**config.mk**
```make
export PLATFORM = sky130hd
export DESIGN_NAME = sim_result_monitor
export DESIGN_NICKNAME = d
export VERILOG_FILES = /design/src/rtl/sim_result_monitor.sv
export SDC_FILE = /design/constraint.sdc
export NUM_CORES = 1
export LEC_CHECK = 0
export ABC_AREA = 1
export CELL_PAD_IN_SITES_DETAIL_PLACEMENT = 1
export CELL_PAD_IN_SITES_GLOBAL_PLACEMENT = 2
export CORE_UTILIZATION = 26
export CTS_CLUSTER_SIZE = 8
export DETAILED_ROUTE_END_ITERATION = 16
export HOLD_SLACK_MARGIN = 0.03
export PLACE_DENSITY_LB_ADDON = 0.1
export SETUP_SLACK_MARGIN = 0.5
export SYNTH_ARGS = -nofsm -noshare
export SYNTH_HDL_FRONTEND = slang
export SYNTH_SLANG_ARGS = --single-unit
export TNS_END_PERCENT = 10
```
**constraint.sdc**
```tcl
create_clock -name clk -period 6.3 [get_ports clk]
set_input_delay 1.26 -clock clk [delete_from_list [all_inputs] [get_ports clk]]
set_output_delay 1.26 -clock clk [all_outputs]
set_load 0.01 [all_outputs]
```
**src/rtl/sim_result_monitor.sv**
```systemverilog
// Simulation end-of-test monitor: decodes pass/fail mailbox writes, detects
// timeout and retirement hangs, and collects saturating run statistics.
module sim_result_monitor #(
   parameter int unsigned ADDR_W      = 32,
   parameter int unsigned DATA_W      = 32,
   parameter int unsigned PASS_ADDR   = 96,
   parameter int unsigned PASS_DATA   = 3,
   parameter int unsigned FAIL_ADDR   = 100,
   parameter int unsigned MAX_CYCLES  = 100000,
   parameter int unsigned HANG_CYCLES = 1024,
   parameter int unsigned CNT_W       = 32
) (
   input  logic              clk,
   input  logic              reset,
   input  logic              i_enable,
   input  logic              i_mem_we,
   input  logic [ADDR_W-1:0] i_mem_addr,
   input  logic [DATA_W-1:0] i_mem_wdata,
   input  logic              i_ins_vld,
   input  logic              i_pc_stall,
   output logic [2:0]        o_state,
   output logic              o_done,
   output logic              o_pass,
   output logic              o_fail,
   output logic              o_timeout,
   output logic              o_hang,
   output logic [CNT_W-1:0]  o_cycle_cnt,
   output logic [CNT_W-1:0]  o_retire_cnt,
   output logic [CNT_W-1:0]  o_stall_cnt,
   output logic [CNT_W-1:0]  o_write_cnt,
   output logic [DATA_W-1:0] o_fail_code
);

   localparam int unsigned HANG_W = 32;

   typedef enum logic [2:0] {
      S_IDLE    = 3'd0,
      S_RUN     = 3'd1,
      S_PASS    = 3'd2,
      S_FAIL    = 3'd3,
      S_TIMEOUT = 3'd4,
      S_HANG    = 3'd5
   } state_t;

   state_t             r_state;
   state_t             w_state_nxt;
   logic               w_fail_cap;
   logic [CNT_W-1:0]   r_cycle_cnt;
   logic [CNT_W-1:0]   r_retire_cnt;
   logic [CNT_W-1:0]   r_stall_cnt;
   logic [CNT_W-1:0]   r_write_cnt;
   logic [HANG_W-1:0]  r_hang_cnt;
   logic [HANG_W-1:0]  w_hang_nxt;
   logic [CNT_W-1:0]   w_cycle_inc;
   logic [DATA_W-1:0]  r_fail_code;
   logic               r_done;
   logic               r_pass;
   logic               r_fail;
   logic               r_timeout;
   logic               r_hang;
   logic               w_start;
   logic               w_run_act;
   logic               w_pass_hit;
   logic               w_fail_hit;
   logic               w_hang_hit;
   logic               w_timeout_hit;

   function automatic logic [CNT_W-1:0] sat_inc(input logic [CNT_W-1:0] v);
      return (v == {CNT_W{1'b1}}) ? v : v + CNT_W'(1);
   endfunction

   // Event decode for the current cycle
   assign w_start     = (r_state == S_IDLE) && i_enable;
   assign w_run_act   = (r_state == S_RUN) && i_enable;
   assign w_cycle_inc = sat_inc(r_cycle_cnt);
   assign w_hang_nxt  = i_ins_vld ? '0 :
                        ((r_hang_cnt == {HANG_W{1'b1}}) ? r_hang_cnt : r_hang_cnt + HANG_W'(1));

   assign w_pass_hit = i_mem_we && (i_mem_addr == ADDR_W'(PASS_ADDR))
                                && (i_mem_wdata == DATA_W'(PASS_DATA));
   assign w_fail_hit = i_mem_we && (((i_mem_addr == ADDR_W'(PASS_ADDR))
                                     && (i_mem_wdata != DATA_W'(PASS_DATA)))
                                    || (i_mem_addr == ADDR_W'(FAIL_ADDR)));
   assign w_hang_hit    = (HANG_CYCLES != 0) && (w_hang_nxt == HANG_W'(HANG_CYCLES));
   assign w_timeout_hit = (MAX_CYCLES != 0) && (64'(w_cycle_inc) == 64'(MAX_CYCLES));

   always_ff @(posedge clk or posedge reset) begin
      if (reset) r_state <= S_IDLE;
      else       r_state <= w_state_nxt;
   end

   // Next state; terminal states only leave through reset
   always_comb begin
      w_state_nxt = r_state;
      w_fail_cap  = 1'b0;
      case (r_state)
         S_IDLE: begin
            if (i_enable) w_state_nxt = S_RUN;
         end
         S_RUN: begin
            if (!i_enable) begin
               w_state_nxt = S_IDLE;
            end else if (w_fail_hit) begin
               w_state_nxt = S_FAIL;
               w_fail_cap  = 1'b1;
            end else if (w_pass_hit) begin
               w_state_nxt = S_PASS;
            end else if (w_hang_hit) begin
               w_state_nxt = S_HANG;
            end else if (w_timeout_hit) begin
               w_state_nxt = S_TIMEOUT;
            end
         end
         S_PASS, S_FAIL, S_TIMEOUT, S_HANG: w_state_nxt = r_state;
         default: w_state_nxt = S_IDLE;
      endcase
   end

   // Run statistics: cleared on start, advanced only while running
   always_ff @(posedge clk or posedge reset) begin
      if (reset) begin
         r_cycle_cnt  <= '0;
         r_retire_cnt <= '0;
         r_stall_cnt  <= '0;
         r_write_cnt  <= '0;
         r_hang_cnt   <= '0;
      end else if (w_start) begin
         r_cycle_cnt  <= '0;
         r_retire_cnt <= '0;
         r_stall_cnt  <= '0;
         r_write_cnt  <= '0;
         r_hang_cnt   <= '0;
      end else if (w_run_act) begin
         r_cycle_cnt <= w_cycle_inc;
         r_hang_cnt  <= w_hang_nxt;
         if (i_ins_vld)  r_retire_cnt <= sat_inc(r_retire_cnt);
         if (i_pc_stall) r_stall_cnt  <= sat_inc(r_stall_cnt);
         if (i_mem_we)   r_write_cnt  <= sat_inc(r_write_cnt);
      end
   end

   // Status flags track the state being entered so they line up with o_state
   always_ff @(posedge clk or posedge reset) begin
      if (reset) begin
         r_done      <= 1'b0;
         r_pass      <= 1'b0;
         r_fail      <= 1'b0;
         r_timeout   <= 1'b0;
         r_hang      <= 1'b0;
         r_fail_code <= '0;
      end else begin
         r_pass    <= (w_state_nxt == S_PASS);
         r_fail    <= (w_state_nxt == S_FAIL);
         r_timeout <= (w_state_nxt == S_TIMEOUT);
         r_hang    <= (w_state_nxt == S_HANG);
         r_done    <= (w_state_nxt == S_PASS) || (w_state_nxt == S_FAIL)
                   || (w_state_nxt == S_TIMEOUT) || (w_state_nxt == S_HANG);
         if (w_fail_cap) r_fail_code <= i_mem_wdata;
      end
   end

   assign o_state      = r_state;
   assign o_done       = r_done;
   assign o_pass       = r_pass;
   assign o_fail       = r_fail;
   assign o_timeout    = r_timeout;
   assign o_hang       = r_hang;
   assign o_cycle_cnt  = r_cycle_cnt;
   assign o_retire_cnt = r_retire_cnt;
   assign o_stall_cnt  = r_stall_cnt;
   assign o_write_cnt  = r_write_cnt;
   assign o_fail_code  = r_fail_code;

endmodule

```
==> results.py, run 1 <==
metrics = {
    "timing": {
        "fin_crit_sh_pct": 62.6,
        "fin_tns_setup_ns": 0,
        "hold_viol_final": 0,
        "grt_setup_unrepaired": "false",
        "min_period_ns": 3.94,
        "tightest_slew_ns": 0.886,
        "maxSlewHeadroom_pct": 40.9,
        "fmax_ghz": 0.254,
        "finalSetupViolations": 0,
        "finClkSkew_ns": 0.0172,
        "drv_slew": 0,
    },
    "global_routing": {
        "track_usage_pct": 20.5,
        "overflow": 0,
        "grt_max_degree": 147,
        "grt_pass1_wl_mm": 75.0,
        "antenna_found_initial": 0,
        "grt_pass1_vias": 13100,
    },
    "synthesis": {
        "yosys.area_share.adder_pct": 0.824,
        "synth_top_area_cell": "dfrtp_1",
        "ys.flop_type": "dfrtp_1",
        "synth_top_area_share_pct": 41.2,
        "synth.yosys.seq_area_share_pct": 41.2,
        "ys_warn_count": 0,
        "synth_edf_count": 0,
        "synthMuxAreaShare_pct": 0,
        "async_flop_share_pct": 100,
        "synth_area_leaders": "dfrtp_1, nand2_1, nor2_1",
        "synth_nets": 1836,
        "yosys.area_share.simple_pct": 37.2,
        "synth_cell_type_count": 49,
        "synth_top_family_by_area": "simple AND/OR/NAND/NOR gates",
        "synth-seq-cells": 200,
        "syn_area_sq_mm": 0.0121,
        "avgSynthCellArea_sq_um": 6.91,
        "synthCells": 1758,
        "synth_xor_area_share_pct": 1.80,
        "synth_compound_area_share_pct": 11.1,
    },
    "finish": {
        "area_growth_pct": 29.9,
        "final_cell_mix": "nand2_1, clkdlybuf4s50_1, nor2_1, dfrtp_1, inv_1",
        "layout.cells.most_common": "nand2_1",
        "n_antenna_cell": 0,
        "fin_nets": 2057,
        "drive_gt1_share_pct": 4.37,
    },
    "clock_tree": {
        "cts_setup_buffers": 0,
        "holdBufCountCts": 0,
        "cts_buffers": 17,
        "clock_sinks": 200,
        "cts_tree": "yes",
        "h-tree-depth": 4,
        "worstSkewPairLatency_ns": 0.50,
        "clk_path_buf_depth": 2,
        "ctsRootBufferMaster": "clkbuf_16",
        "cts.clk_slew.worst_paths_ns": 0.08,
        "cts_resized": 0,
    },
    "floorplan": {
        "fp.coreArea_sq_mm": 0.0457,
        "initial_core_util_pct": 26.6,
        "core.rowCount": 78,
        "fp.dieH_um": 218,
        "fp.dieW_um": 218,
        "ioPinCount": 238,
        "die-area_sq_mm": 0.0476,
    },
    "route": {
        "firstDrtPassIters": 5,
        "dr_total_vias": 12600,
        "drtAntennaViolNets": 0,
        "drc": 0,
        "via_per_inst": 4.86,
        "drt_iter0_drc": 505,
        "routed_wl_mm": 47.4,
        "routedWlPerCell_um": 18.3,
    },
    "critical_path": {
        "critPathMaxStageDelay_ns": 0.53,
        "cp-end-kind": "flop",
        "startpoint_type": "input port",
        "cpMaxStageDelayCell": "clkdlybuf4s50_1",
        "cp_common_cell": "nand2_1",
        "crit_chain": "clkdlybuf4s50_1 > nand3_2 > nor2_4 > buf_4 > inv_2 > buf_4 > nand2_2 > nand2_1 > nor2_1 > nand2_1 > o21ai_0 > nand2_1 > nor2_1",
        "crit_arrival_ns": 4.38,
        "path_buf_inv": 4,
        "path_max_fanout": 63,
        "critPathRequiredTime_ns": 6.73,
        "criticalPathCategory": "input port to flop",
        "cp_top_family": "simple AND/OR/NAND/NOR gates",
    },
    "power_and_ir_drop": {
        "total_leakage_power_nw": 6.38,
        "ir_worst_vdd_v": 0.000193,
        "power_mw": 2.87,
        "powerDensity_mw_per_mm2": 182,
    },
    "worst_hold_path": {
        "hp-class": "flop to flop",
    },
    "flow_run": {
        "cap_violations": 0,
    },
    "placement": {
        "hpwl_mm": 35.6,
        "place.gp.congestion": 0.774,
        "numPortBuffers": 237,
    },
    "status": {
        "status": "complete, no violations",
    },
}
-- kinds of logic after synthesis --
group | count (synthesis)
AO/OA/AOI/OAI | 239
XOR/XNOR | 25
adder cells (fa/ha/maj) | 8
buffers and inverters | 243
flip-flops | 200
AND/OR/NAND/NOR | 1043
-- worst paths after layout --
| check | depth (start not counted) | slack, ns | start | endpoint |
|---|---|---|---|---|
| worst min register to register | 2 | 0.48 | o_fail_code[0]$_DFFE_PP0P_ | o_fail_code[0]$_DFFE_PP0P_ |
| min in group asynchronous | 2 | 1.07 | reset | o_cycle_cnt[29]$_DFFE_PP0P_ |
| worst max-delay path | 13 | 2.36 | i_enable | o_stall_cnt[27]$_DFFE_PP0P_ |
| worst max register to register | 20 | 2.95 | r_hang_cnt[0]$_DFFE_PP0P_ | o_timeout$_DFF_PP0_ |
| max in group asynchronous | 3 | 4.11 | reset | o_stall_cnt[20]$_DFFE_PP0P_ |
| worst min-delay path | 2 | 0.48 | o_fail_code[0]$_DFFE_PP0P_ | o_fail_code[0]$_DFFE_PP0P_ |
-- worst min-delay path, stage by stage, from the launching register on --
cell and delay (ns):
dfrtp_1 0.34, nand2_1 0.05, nand2_1 0.05
-- registers in the layout, indices dropped and copies added, names as in the netlist, 3 cells and up --
name	cells
o_cycle_cnt	32
o_fail_code	32
o_retire_cnt	32
o_stall_cnt	32
o_write_cnt	32
r_hang_cnt	32
o_state	3
-- metal layers --
metal / track usage, % / vias to the layer above / share of wire [%] / wire length, um
li1: - / 6222 / - / -
met1: 27.5 / 6126 / 48 / 22700
met2: 32.6 / 227 / 46 / 21700
met3: 4.99 / 28 / 5.0 / 2350
met4: 5.36 / 0 / 1.2 / 591
met5: 0 / - / 0 / 0
-- layout make-up --
class,instances,area (sq um)
inverter,200,756
tap,600,751
sequential,200,5000
multi-input combinational,1315,6200
fill,5708,29900
timing repair buffer,245,2440
clock buffer,22,494
clock inverter,10,128
-- report_power, final --
group	internal, mW	switching, mW	leakage, nW
combinational	0.121	0.190	3.29
sequential	1.31	0.0345	2.78
clock	0.645	0.573	0.306
-- Yosys cell counts (18+ instances only) --
cell / n
nand4_1: 37
xor2_1: 20
o21ai_1: 18
clkbuf_1: 23
a21oi_1: 51
o31ai_1: 18
o22ai_1: 35
nand3_1: 139
nor3_1: 54
o21ai_0: 97
dfrtp_1: 200
nand2_1: 514
nor2_1: 231
inv_1: 190
-- stage by stage --
step / hold slack (ns) / instances / cell area (sq um) / util (%) / setup slack [ns]
2_1_floorplan: 0.509 / 1758 / 12100 / - / 2.45
3_3_place_gp: 0.454 / 2560 / 15200 / 33.2 / 1.83
3_5_place_dp: 0.467 / 2560 / 15200 / 33.2 / 1.80
4_1_cts: 0.481 / 2592 / 15800 / 34.5 / 2.35
5_1_grt: 0.520 / 2592 / 15800 / 34.5 / 2.07
6_report: 0.476 / 2592 / 15800 / 34.5 / 2.36
(Power assumes the default switching activity.)
==> run 2, diff against run 1 <==
--- a/config.mk
+++ b/config.mk
@@ -8,7 +8,7 @@
 export ABC_AREA = 1
 export CELL_PAD_IN_SITES_DETAIL_PLACEMENT = 1
 export CELL_PAD_IN_SITES_GLOBAL_PLACEMENT = 2
-export CORE_UTILIZATION = 26
+export CORE_UTILIZATION = 29
 export CTS_CLUSTER_SIZE = 8
 export DETAILED_ROUTE_END_ITERATION = 16
 export HOLD_SLACK_MARGIN = 0.03
==> constraint.sdc (replaced) <==
create_clock -name clk -period 3.95 [get_ports clk]
set_input_delay 0.79 -clock clk [delete_from_list [all_inputs] [get_ports clk]]
set_output_delay 0.79 -clock clk [all_outputs]
set_load 0.01 [all_outputs]
==> results.py, run 2 (same netlist as run 1, synthesis figures left out) <==
metrics = {
    "timing": {
        "grt_setup_unrepaired": "true",
        "setup_slack_ns": 0.797,
        "tightest_slew_ns": 0.839,
        "fin_tns_setup_ns": 0,
        "maxSlewHeadroom_pct": 44.0,
        "drv_slew": 0,
        "hold_viol_final": 0,
        "finClkSkew_ns": 0.0173,
        "fin_crit_sh_pct": 79.8,
        "finalSetupViolations": 0,
        "fmax_ghz": 0.317,
        "min_period_ns": 3.15,
    },
    "critical_path": {
        "cpMaxStageDelayCell": "dfrtp_1",
        "critPathMaxStageDelay_ns": 0.43,
        "critPathRequiredTime_ns": 4.31,
        "r2r-start": "o_stall_cnt[1]$_DFFE_PP0P_",
        "r2r_slack_ns": 0.80,
        "reg2reg_depth": 14,
        "crit_arrival_ns": 3.51,
        "criticalPathCategory": "flop to flop",
        "cp-end-kind": "flop",
        "crit_chain": "ha_1 > inv_1 > nor3_1 > nand2_1 > nor4_1 > nand4_1 > nand3_1 > nand2_2 > nand2_1 > nor2_1 > nand2_1 > nor2_1 > o21ai_0 > nor2_1",
        "startpoint_type": "flop",
        "r2r-end": "o_stall_cnt[25]$_DFFE_PP0P_",
        "path_max_fanout": 16,
    },
    "power_and_ir_drop": {
        "total_leakage_power_nw": 6.40,
        "powerDensity_mw_per_mm2": 282,
        "ir_worst_vdd_v": 0.000247,
    },
    "route": {
        "drtAntennaViolNets": 0,
        "routedWlPerCell_um": 18.2,
        "drt_iter0_drc": 557,
        "dr_total_vias": 12500,
        "drc": 8,
        "firstDrtPassIters": 10,
        "routed_wl_mm": 46.0,
        "via_per_inst": 4.96,
    },
    "status": {
        "violations": "DRC",
        "status": "complete, but fails checks",
    },
    "floorplan": {
        "initial_core_util_pct": 29.6,
        "ioPinCount": 238,
        "die-area_sq_mm": 0.0427,
        "fp.coreArea_sq_mm": 0.0410,
        "core.rowCount": 74,
        "fp.dieH_um": 207,
        "fp.dieW_um": 207,
    },
    "placement": {
        "numPortBuffers": 237,
        "hpwl_mm": 34.9,
        "place.gp.congestion": 0.821,
        "dpl_cell_area_sq_mm": 0.0151,
        "dp_slack_ns": 0.661,
    },
    "global_routing": {
        "grt_max_degree": 85,
        "grt_pass1_wl_mm": 74.0,
        "overflow": 0,
        "grt_pass1_vias": 13200,
        "track_usage_pct": 22.4,
        "antenna_found_initial": 0,
    },
    "worst_hold_path": {
        "min_from": "o_fail_code[22]$_DFFE_PP0P_",
        "whs_path_depth": 2,
        "hold_end": "o_fail_code[22]$_DFFE_PP0P_",
        "hp-class": "flop to flop",
    },
    "clock_tree": {
        "clock_sinks": 200,
        "ctsRootBufferMaster": "clkbuf_16",
        "cts_setup_buffers": 0,
        "h-tree-depth": 4,
        "cts.clk_slew.worst_paths_ns": 0.08,
        "cts_buffers": 17,
        "clk_path_buf_depth": 2,
        "cts_tree": "yes",
        "worstSkewPairLatency_ns": 0.47,
    },
    "finish": {
        "drive_gt1_share_pct": 4.65,
        "n_antenna_cell": 0,
        "area_growth_pct": 29.4,
        "fin_nets": 2063,
        "design_area_sq_mm": 0.0157,
        "fill_cells": 5149,
        "layout.cells.most_common": "nand2_1",
        "final_cell_mix": "nand2_1, clkdlybuf4s50_1, nor2_1, dfrtp_1, inv_1",
    },
    "flow_run": {
        "cap_violations": 0,
    },
}
==> run 2: critical path, delay by kind of cell, from the launching register on <==
kind / cells / cell delay [ns]
compound gates: 1 / 0.18
flops: 1 / 0.43
fa+ha+maj: 1 / 0.21
buf+inv: 1 / 0.06
simple gates: 11 / 2.15
==> run 2: area by class of cell <==
| type | instances | area [sq um] | share of cell area (%) |
|---|---|---|---|
| clock buffers | 21 | 480 | 3.06 |
| clock inverters | 11 | 86.3 | 0.550 |
| inverters | 200 | 756 | 4.81 |
| multi-input cells | 1315 | 6200 | 39.5 |
| flip-flops and latches | 200 | 5000 | 31.9 |
| well taps | 532 | 666 | 4.24 |
| repair buffers | 251 | 2510 | 16.0 |
==> run 2: report_power, final <==
group	leakage [nW]	switching (mW)	internal [mW]	total, mW
sequential	2.78	0.0513	2.08	2.14
clock	0.271	0.903	0.885	1.79
combinational	3.35	0.310	0.202	0.512
==> run 2: through the flow <==
step	util (%)	power, mW	cells	hold WS, ns
6_report	38.3	4.44	2530	0.478
5_1_grt	38.3	4.63	2530	0.506
4_1_cts	38.3	4.51	2530	0.486
3_5_place_dp	36.9	2.70	2498	0.466
3_3_place_gp	36.9	2.70	2498	0.453
2_1_floorplan	-	2.42	1758	0.509
==> run 2: layer usage <==
layer / routed length, um / global-route usage [%] / up-vias
li1: - / - / 6208
met3: 2290 / 5.27 / 40
met5: 0 / 0 / -
met4: 784 / 5.99 / 0
met2: 21100 / 35.9 / 211
met1: 21800 / 30.0 / 6090
==> run 2: how the worst max path moves through the flow <==
stage | startpoint | end | cells past startpoint | slack, ns
2_1_floorplan | reset | o_cycle_cnt[0]$_DFFE_PP0P_ | 1 | 0.57
3_3_place_gp | i_enable | o_retire_cnt[18]$_DFFE_PP0P_ | 11 | 0.75
3_5_place_dp | i_enable | o_retire_cnt[24]$_DFFE_PP0P_ | 9 | 0.66
4_1_cts | r_hang_cnt[0]$_DFFE_PP0P_ | o_hang$_DFF_PP0_ | 18 | 0.69
5_1_grt | o_stall_cnt[1]$_DFFE_PP0P_ | o_stall_cnt[25]$_DFFE_PP0P_ | 14 | 0.47
6_report | o_stall_cnt[1]$_DFFE_PP0P_ | o_stall_cnt[25]$_DFFE_PP0P_ | 14 | 0.80
==> run 2: what timing repair did <==
| action | CTS | global route |
|---|---|---|
| hold buffers | 0 | 0 |
| endpoints found under the setup margin | 0 | 8 |
| gates resized for setup | 0 | 1 |
